==> config.mk <==
export PLATFORM = sky130hd
export DESIGN_NAME = i2c_slave_regfile
export DESIGN_NICKNAME = d
export VERILOG_FILES = /design/src/rtl/i2c_slave_regfile.sv
export SDC_FILE = /design/constraint.sdc
export NUM_CORES = 1
export LEC_CHECK = 0
export BUFFER_PORTS_ARGS = -buffer_cell sky130_fd_sc_hd__buf_2
export CORE_MARGIN = 5
export CORE_UTILIZATION = 65
export CTS_CLUSTER_DIAMETER = 150
export CTS_CLUSTER_SIZE = 10
export DETAILED_ROUTE_END_ITERATION = 8
export PLACE_DENSITY = 0.85
export SLEW_MARGIN = 20
export SYNTH_ARGS = -nofsm -noshare
export SYNTH_HDL_FRONTEND = slang
export SYNTH_SLANG_ARGS = --single-unit
==> constraint.sdc <==
create_clock -name clk -period 8.1 [get_ports clk]
set_clock_uncertainty 0.05 [all_clocks]
set_input_delay 2.025 -clock clk [delete_from_list [all_inputs] [get_ports clk]]
set_output_delay 2.025 -clock clk [all_outputs]
set_load 0.005 [all_outputs]
==> src/rtl/i2c_slave_regfile.sv <==
// I2C slave exposing NUM_REGS 8-bit registers behind an auto-incrementing pointer.
// Optional SCL/SDA majority glitch filter: define I2C_SLAVE_GLITCH_FILTER_EN.
`timescale 1ns/1ps
module i2c_slave_regfile #(
   parameter logic [6:0]  SLAVE_ADDR = 7'h70,
   parameter int unsigned NUM_REGS   = 4,
   parameter int unsigned PTR_W      = 2
) (
   input  logic             clk,
   input  logic             reset,
   input  logic             en,
   input  logic             scl_i,
   input  logic             sda_i,
   output logic             sda_oe,
   input  logic             meas_we,
   input  logic [PTR_W-1:0] meas_addr,
   input  logic [7:0]       meas_data,
   output logic             wr_valid,
   output logic [PTR_W-1:0] wr_addr,
   output logic [7:0]       wr_data,
   output logic             busy
);

   typedef enum logic [3:0] {
      IDLE, ADDR, ADDR_ACK, PTR, PTR_ACK, WDATA, WDATA_ACK, RDATA, RDATA_ACK, IGNORE
   } state_t;

   logic r_scl_s1, r_scl_s2, r_sda_s1, r_sda_s2;
   logic w_scl, w_sda;
   logic r_scl_q, r_sda_q;

   always_ff @(posedge clk) begin
      if (reset) begin
         r_scl_s1 <= 1'b1;
         r_scl_s2 <= 1'b1;
         r_sda_s1 <= 1'b1;
         r_sda_s2 <= 1'b1;
      end else begin
         r_scl_s1 <= scl_i;
         r_scl_s2 <= r_scl_s1;
         r_sda_s1 <= sda_i;
         r_sda_s2 <= r_sda_s1;
      end
   end

`ifdef I2C_SLAVE_GLITCH_FILTER_EN
   logic [1:0] r_scl_h, r_sda_h;
   logic       r_scl_f, r_sda_f;

   function automatic logic maj3(input logic a, input logic b, input logic c);
      return (a & b) | (a & c) | (b & c);
   endfunction

   // Majority over the last three synchronised samples, registered.
   always_ff @(posedge clk) begin
      if (reset) begin
         r_scl_h <= 2'b11;
         r_sda_h <= 2'b11;
         r_scl_f <= 1'b1;
         r_sda_f <= 1'b1;
      end else begin
         r_scl_h <= {r_scl_h[0], r_scl_s2};
         r_sda_h <= {r_sda_h[0], r_sda_s2};
         r_scl_f <= maj3(r_scl_s2, r_scl_h[0], r_scl_h[1]);
         r_sda_f <= maj3(r_sda_s2, r_sda_h[0], r_sda_h[1]);
      end
   end

   assign w_scl = r_scl_f;
   assign w_sda = r_sda_f;
`else
   assign w_scl = r_scl_s2;
   assign w_sda = r_sda_s2;
`endif

   always_ff @(posedge clk) begin
      if (reset) begin
         r_scl_q <= 1'b1;
         r_sda_q <= 1'b1;
      end else begin
         r_scl_q <= w_scl;
         r_sda_q <= w_sda;
      end
   end

   logic w_scl_rise, w_scl_fall, w_start, w_stop;
   assign w_scl_rise = w_scl & ~r_scl_q;
   assign w_scl_fall = ~w_scl & r_scl_q;
   assign w_start    = r_scl_q & w_scl & r_sda_q & ~w_sda;
   assign w_stop     = r_scl_q & w_scl & ~r_sda_q & w_sda;

   state_t           r_state, w_state_nxt;
   logic [3:0]       r_cnt, w_cnt_nxt;
   logic [7:0]       r_shift, w_shift_nxt;
   logic [PTR_W-1:0] r_ptr, w_ptr_nxt, w_ptr_inc;
   logic             r_rw, w_rw_nxt;
   logic             r_mack, w_mack_nxt;
   logic             r_sda_oe, w_sda_oe_nxt;
   logic             r_busy, w_busy_nxt;
   logic             w_i2c_we, w_ptr_ok;
   logic             r_wr_valid;
   logic [PTR_W-1:0] r_wr_addr;
   logic [7:0]       r_wr_data;
   logic [7:0]       r_regs [NUM_REGS];
   logic [7:0]       w_rd_cur, w_rd_next;

   assign w_ptr_inc = (32'(r_ptr) == NUM_REGS - 1) ? '0 : r_ptr + PTR_W'(1);
   assign w_ptr_ok  = 32'(r_shift) < NUM_REGS;
   assign w_rd_cur  = r_regs[r_ptr];
   assign w_rd_next = r_regs[w_ptr_inc];

   always_ff @(posedge clk) begin
      if (reset) begin
         r_state  <= IDLE;
         r_cnt    <= '0;
         r_shift  <= '0;
         r_ptr    <= '0;
         r_rw     <= 1'b0;
         r_mack   <= 1'b1;
         r_sda_oe <= 1'b0;
         r_busy   <= 1'b0;
      end else begin
         r_state  <= w_state_nxt;
         r_cnt    <= w_cnt_nxt;
         r_shift  <= w_shift_nxt;
         r_ptr    <= w_ptr_nxt;
         r_rw     <= w_rw_nxt;
         r_mack   <= w_mack_nxt;
         r_sda_oe <= w_sda_oe_nxt;
         r_busy   <= w_busy_nxt;
      end
   end

   // Bits shift in on SCL rise; state and sda_oe move only on SCL fall.
   always_comb begin
      w_state_nxt  = r_state;
      w_cnt_nxt    = r_cnt;
      w_shift_nxt  = r_shift;
      w_ptr_nxt    = r_ptr;
      w_rw_nxt     = r_rw;
      w_mack_nxt   = r_mack;
      w_sda_oe_nxt = r_sda_oe;
      w_busy_nxt   = r_busy;
      w_i2c_we     = 1'b0;
      if (!en || w_stop) begin
         w_state_nxt  = IDLE;
         w_sda_oe_nxt = 1'b0;
         w_busy_nxt   = 1'b0;
      end else if (w_start) begin
         w_state_nxt  = ADDR;
         w_cnt_nxt    = '0;
         w_sda_oe_nxt = 1'b0;
      end else begin
         unique case (r_state)
            ADDR, PTR, WDATA: begin
               if (w_scl_rise) begin
                  w_shift_nxt = {r_shift[6:0], w_sda};
                  w_cnt_nxt   = r_cnt + 4'd1;
               end else if (w_scl_fall && r_cnt == 4'd8) begin
                  w_cnt_nxt = '0;
                  if (r_state == ADDR) begin
                     if (r_shift[7:1] == SLAVE_ADDR) begin
                        w_state_nxt  = ADDR_ACK;
                        w_rw_nxt     = r_shift[0];
                        w_sda_oe_nxt = 1'b1;
                        w_busy_nxt   = 1'b1;
                     end else begin
                        w_state_nxt = IGNORE;
                     end
                  end else if (r_state == PTR) begin
                     // sda_oe doubles as the ACK/NACK decision for PTR_ACK.
                     w_state_nxt  = PTR_ACK;
                     w_sda_oe_nxt = w_ptr_ok;
                     if (w_ptr_ok) w_ptr_nxt = PTR_W'(r_shift);
                  end else begin
                     w_i2c_we     = 1'b1;
                     w_ptr_nxt    = w_ptr_inc;
                     w_state_nxt  = WDATA_ACK;
                     w_sda_oe_nxt = 1'b1;
                  end
               end
            end
            ADDR_ACK: begin
               if (w_scl_fall) begin
                  w_cnt_nxt = '0;
                  if (r_rw) begin
                     w_state_nxt  = RDATA;
                     w_shift_nxt  = w_rd_cur;
                     w_sda_oe_nxt = ~w_rd_cur[7];
                  end else begin
                     w_state_nxt  = PTR;
                     w_sda_oe_nxt = 1'b0;
                  end
               end
            end
            PTR_ACK: begin
               if (w_scl_fall) begin
                  w_state_nxt  = r_sda_oe ? WDATA : IGNORE;
                  w_sda_oe_nxt = 1'b0;
               end
            end
            WDATA_ACK: begin
               if (w_scl_fall) begin
                  w_state_nxt  = WDATA;
                  w_sda_oe_nxt = 1'b0;
               end
            end
            RDATA: begin
               if (w_scl_rise) begin
                  w_cnt_nxt = r_cnt + 4'd1;
               end else if (w_scl_fall) begin
                  if (r_cnt == 4'd8) begin
                     w_state_nxt  = RDATA_ACK;
                     w_cnt_nxt    = '0;
                     w_sda_oe_nxt = 1'b0;
                  end else begin
                     w_shift_nxt  = {r_shift[6:0], 1'b0};
                     w_sda_oe_nxt = ~r_shift[6];
                  end
               end
            end
            RDATA_ACK: begin
               if (w_scl_rise) begin
                  w_mack_nxt = w_sda;
               end else if (w_scl_fall) begin
                  if (!r_mack) begin
                     w_ptr_nxt    = w_ptr_inc;
                     w_state_nxt  = RDATA;
                     w_shift_nxt  = w_rd_next;
                     w_sda_oe_nxt = ~w_rd_next[7];
                  end else begin
                     w_state_nxt = IGNORE;
                  end
               end
            end
            IGNORE:  w_sda_oe_nxt = 1'b0;
            default: w_sda_oe_nxt = 1'b0;
         endcase
      end
   end

   // Host write first so a same-index I2C write overrides it.
   always_ff @(posedge clk) begin
      if (reset) begin
         for (int unsigned i = 0; i < NUM_REGS; i++) r_regs[i] <= '0;
         r_wr_valid <= 1'b0;
         r_wr_addr  <= '0;
         r_wr_data  <= '0;
      end else begin
         if (meas_we) r_regs[meas_addr] <= meas_data;
         if (w_i2c_we) begin
            r_regs[r_ptr] <= r_shift;
            r_wr_addr     <= r_ptr;
            r_wr_data     <= r_shift;
         end
         r_wr_valid <= w_i2c_we;
      end
   end

   assign sda_oe   = r_sda_oe;
   assign busy     = r_busy;
   assign wr_valid = r_wr_valid;
   assign wr_addr  = r_wr_addr;
   assign wr_data  = r_wr_data;

endmodule

==> impl_metrics.json <==
{
  "reg2reg_setup_slack_ns": 4.88,
  "result_of_the_run": "complete, no violations",
  "worst_hold_slack_ns": 0.372,
  "timing.final.hold_violations": 0,
  "clkTransAtPathRegs_ns": 0.07,
  "pin_count_of_the_biggest_net_entering_global_routing": 35,
  "tritoncts": "built",
  "n_antenna_cell": 0,
  "layout.nets": 472,
  "synth-edff-count": 32,
  "path_max_fanout": 34,
  "detailedRoute.firstIterationViolations": 273,
  "placeableCoreArea_um2": 6390,
  "final_util": 0.725,
  "effective_utilization_at_floorplan": 0.675,
  "fillers": 450,
  "syn-num-nets": 465,
  "routed_wl_um": 10400,
  "first_pass_iters": 5,
  "cts-buffers-inserted": 9,
  "setup_viol_count_final": 0,
  "post-place-cells": 513,
  "multi_input_area_um2": 2300,
  "yosys.cell_count.top_type": "sky130_fd_sc_hd__nand2_1",
  "crit_path_end_kind": "register",
  "area_used_by_sequential_logic_in_the_layout_um2": 1780,
  "synth_top_area_share": 0.223,
  "htreeDepth": 3,
  "grt_antenna_before_repair": 0,
  "overflow": 0,
  "floorplan.die.width_um": 91.4,
  "drtAntennaViolNets": 0,
  "yosysUniqueCellTypes": 61,
  "period_share": 0.520,
  "global_route_usage_over_all_layers": 0.252,
  "maxcap_viol_count": 0,
  "power_density_nw_per_um2": 253,
  "timing.final.max_slew_violations": 0,
  "number_of_gates_resized_after_cts": 0,
  "tightest_slew_ns": 1.04,
  "synth.cell_area_um2": 4310,
  "period_minus_slack_ns": 4.21,
  "detailed_place_hpwl_um": 7410,
  "num_vias": 3491,
  "setup.worst_path.class": "input pin to register",
  "ys_flop_type": "sky130_fd_sc_hd__dfxtp_1",
  "viasPerCell": 6.60,
  "worstSkewPairLatency_ns": 0.35,
  "std_cell_rows": 29,
  "detail_route.drc_violations": 0,
  "cp.arrival_ns": 4.18,
  "finalSetupTns_ns": 0,
  "post_cts_hold_buffer_count": 0,
  "design.portCount": 29,
  "post_synth.cell_area_avg_um2": 9.79,
  "drive_above_1_share": 0.199,
  "design.die.area_um2": 8360,
  "critPathRequiredTime_ns": 8.07,
  "port-buffer-count": 28,
  "synth_instances": 440,
  "critPathLaunchType": "input pin",
  "seq_area_frac_synth": 0.414,
  "clock_tree.root_cell": "sky130_fd_sc_hd__clkbuf_8",
  "clock-sinks": 73,
  "wire_length_of_the_first_global_routing_pass_um": 16700,
  "async_flop_share": 0,
  "cts_setup_buffers": 0,
  "max_clock_buf_depth": 2,
  "finalNonFillerCells": 529,
  "die_y_um": 91.4,
  "globalplace.congestion": 0.848,
  "via_count_of_the_first_global_routing_pass": 3280,
  "irDropWorstVdd_uv": 205,
  "yosys-top-cells-area": "sky130_fd_sc_hd__edfxtp_1 22%, sky130_fd_sc_hd__dfxtp_1 19%, sky130_fd_sc_hd__mux4_2 8.4%",
  "synth-seq-cells": 73,
  "maxClockFrequency_ghz": 0.237,
  "yosys_warnings": 0,
  "synth_top_area_cell": "sky130_fd_sc_hd__edfxtp_1",
  "rsz_0062_raised_after_global_routing": "no",
  "post_drt_wl_per_cell_um": 19.6,
  "synth.cells.most_frequent": "85 x sky130_fd_sc_hd__nand2_1, 42 x sky130_fd_sc_hd__o21ai_0, 41 x sky130_fd_sc_hd__dfxtp_1",
  "worstHoldPathType": "register to register",
  "layout-area-overhead-vs-synth_pct": 7.46,
  "power_leakage_nw": 1.63,
  "slew_headroom": 0.296
}
-- stage by stage --
stage | cell area [µm²] | setup slack [ns] | power (mW)
6_report | 4630 | 3.89 | 1.17
5_1_grt | 4630 | 3.70 | 1.23
4_1_cts | 4630 | 3.95 | 1.16
3_5_place_dp | 4390 | 3.58 | 0.829
3_3_place_gp | 4390 | 3.71 | 0.817
2_1_floorplan | 4310 | 4.29 | 0.760
-- cells in the final DEF (no fill, tap or decap), types with 6 or more instances in the layout --
cell type	Yosys	layout
sky130_fd_sc_hd__nand2_1	85	85
sky130_fd_sc_hd__o21ai_0	42	42
sky130_fd_sc_hd__dfxtp_1	41	41
sky130_fd_sc_hd__edfxtp_1	32	32
sky130_fd_sc_hd__buf_2	13	28
sky130_fd_sc_hd__nor2_1	23	23
sky130_fd_sc_hd__a21oi_1	20	20
sky130_fd_sc_hd__mux4_2	16	16
sky130_fd_sc_hd__inv_1	14	14
sky130_fd_sc_hd__mux2i_1	14	14
sky130_fd_sc_hd__nor3_1	9	9
sky130_fd_sc_hd__a22oi_1	9	9
sky130_fd_sc_hd__ha_1	9	9
sky130_fd_sc_hd__clkbuf_8	0	9
sky130_fd_sc_hd__a311oi_2	8	8
sky130_fd_sc_hd__or2_2	6	6
-- where the power goes --
part	total [mW]	internal (mW)	switching [mW]
logic	0.334	0.144	0.190
registers	0.498	0.416	0.0822
clock network	0.338	0.197	0.141
-- worst max-delay path: stages --
cell and delay (ns):
sky130_fd_sc_hd__buf_2 0.32, sky130_fd_sc_hd__inv_1 0.32, sky130_fd_sc_hd__o211ai_2 0.39, sky130_fd_sc_hd__nor4_4 0.70, sky130_fd_sc_hd__or3_1 0.40
-- state kept, by name, indices dropped and copies added (netlist names), named ones only --
register,flops
busy,1
r_cnt,4
r_mack,1
r_ptr,2
r_regs,32
r_rw,1
r_scl_q,1
r_scl_s1,1
r_scl_s2,1
r_sda_q,1
r_sda_s1,1
r_sda_s2,1
r_shift,8
r_state,4
sda_oe,1
wr_addr,2
wr_data,8
wr_valid,1
-- per-layer routing --
metal  up-vias  share of wire  global-route usage  wire length [µm]
met3        41          0.084              0.0479               869
met1      1635           0.40               0.323              4100
met2       178           0.48               0.408              4960
met4         0          0.041               0.123               421
met5         -              0                   0                 0
li1       1637              -                   -                 -
-- cell families (layout without fill, tap and decap cells) --
kind of cell / Yosys count / after routing / synth area share
muxes: 30 / 30 / 0.116
and+or+nand+nor: 167 / 167 / 0.209
AOI/OAI and AO/OA: 111 / 111 / 0.180
xor gates and xnor gates: 2 / 2 / 0.00407
adders and majority gates: 9 / 9 / 0.0261
buffers and inverters: 48 / 60 / 0.0517
DFF: 73 / 73 / 0.414
-- final timing paths --
| check | startpoint | endpoint | cells after the start |
|---|---|---|---|
| max | reset | r_regs[0][2] | 5 |
| max reg2reg | r_state[0] | r_regs[3][5] | 4 |
| min reg2reg | r_sda_s1 | r_sda_s2 | 1 |
| min | r_sda_s1 | r_sda_s2 | 1 |
-- area by class of cell --
cell class | count | share of cell area
clock inverters | 5 | 0.0181
well taps | 77 | 0.0208
repair buffers | 30 | 0.0335
clock buffers | 11 | 0.0338
inverters | 14 | 0.0114
multi-input cells | 319 | 0.498
flip-flops and latches | 73 | 0.385
(Power assumes the default switching activity.)
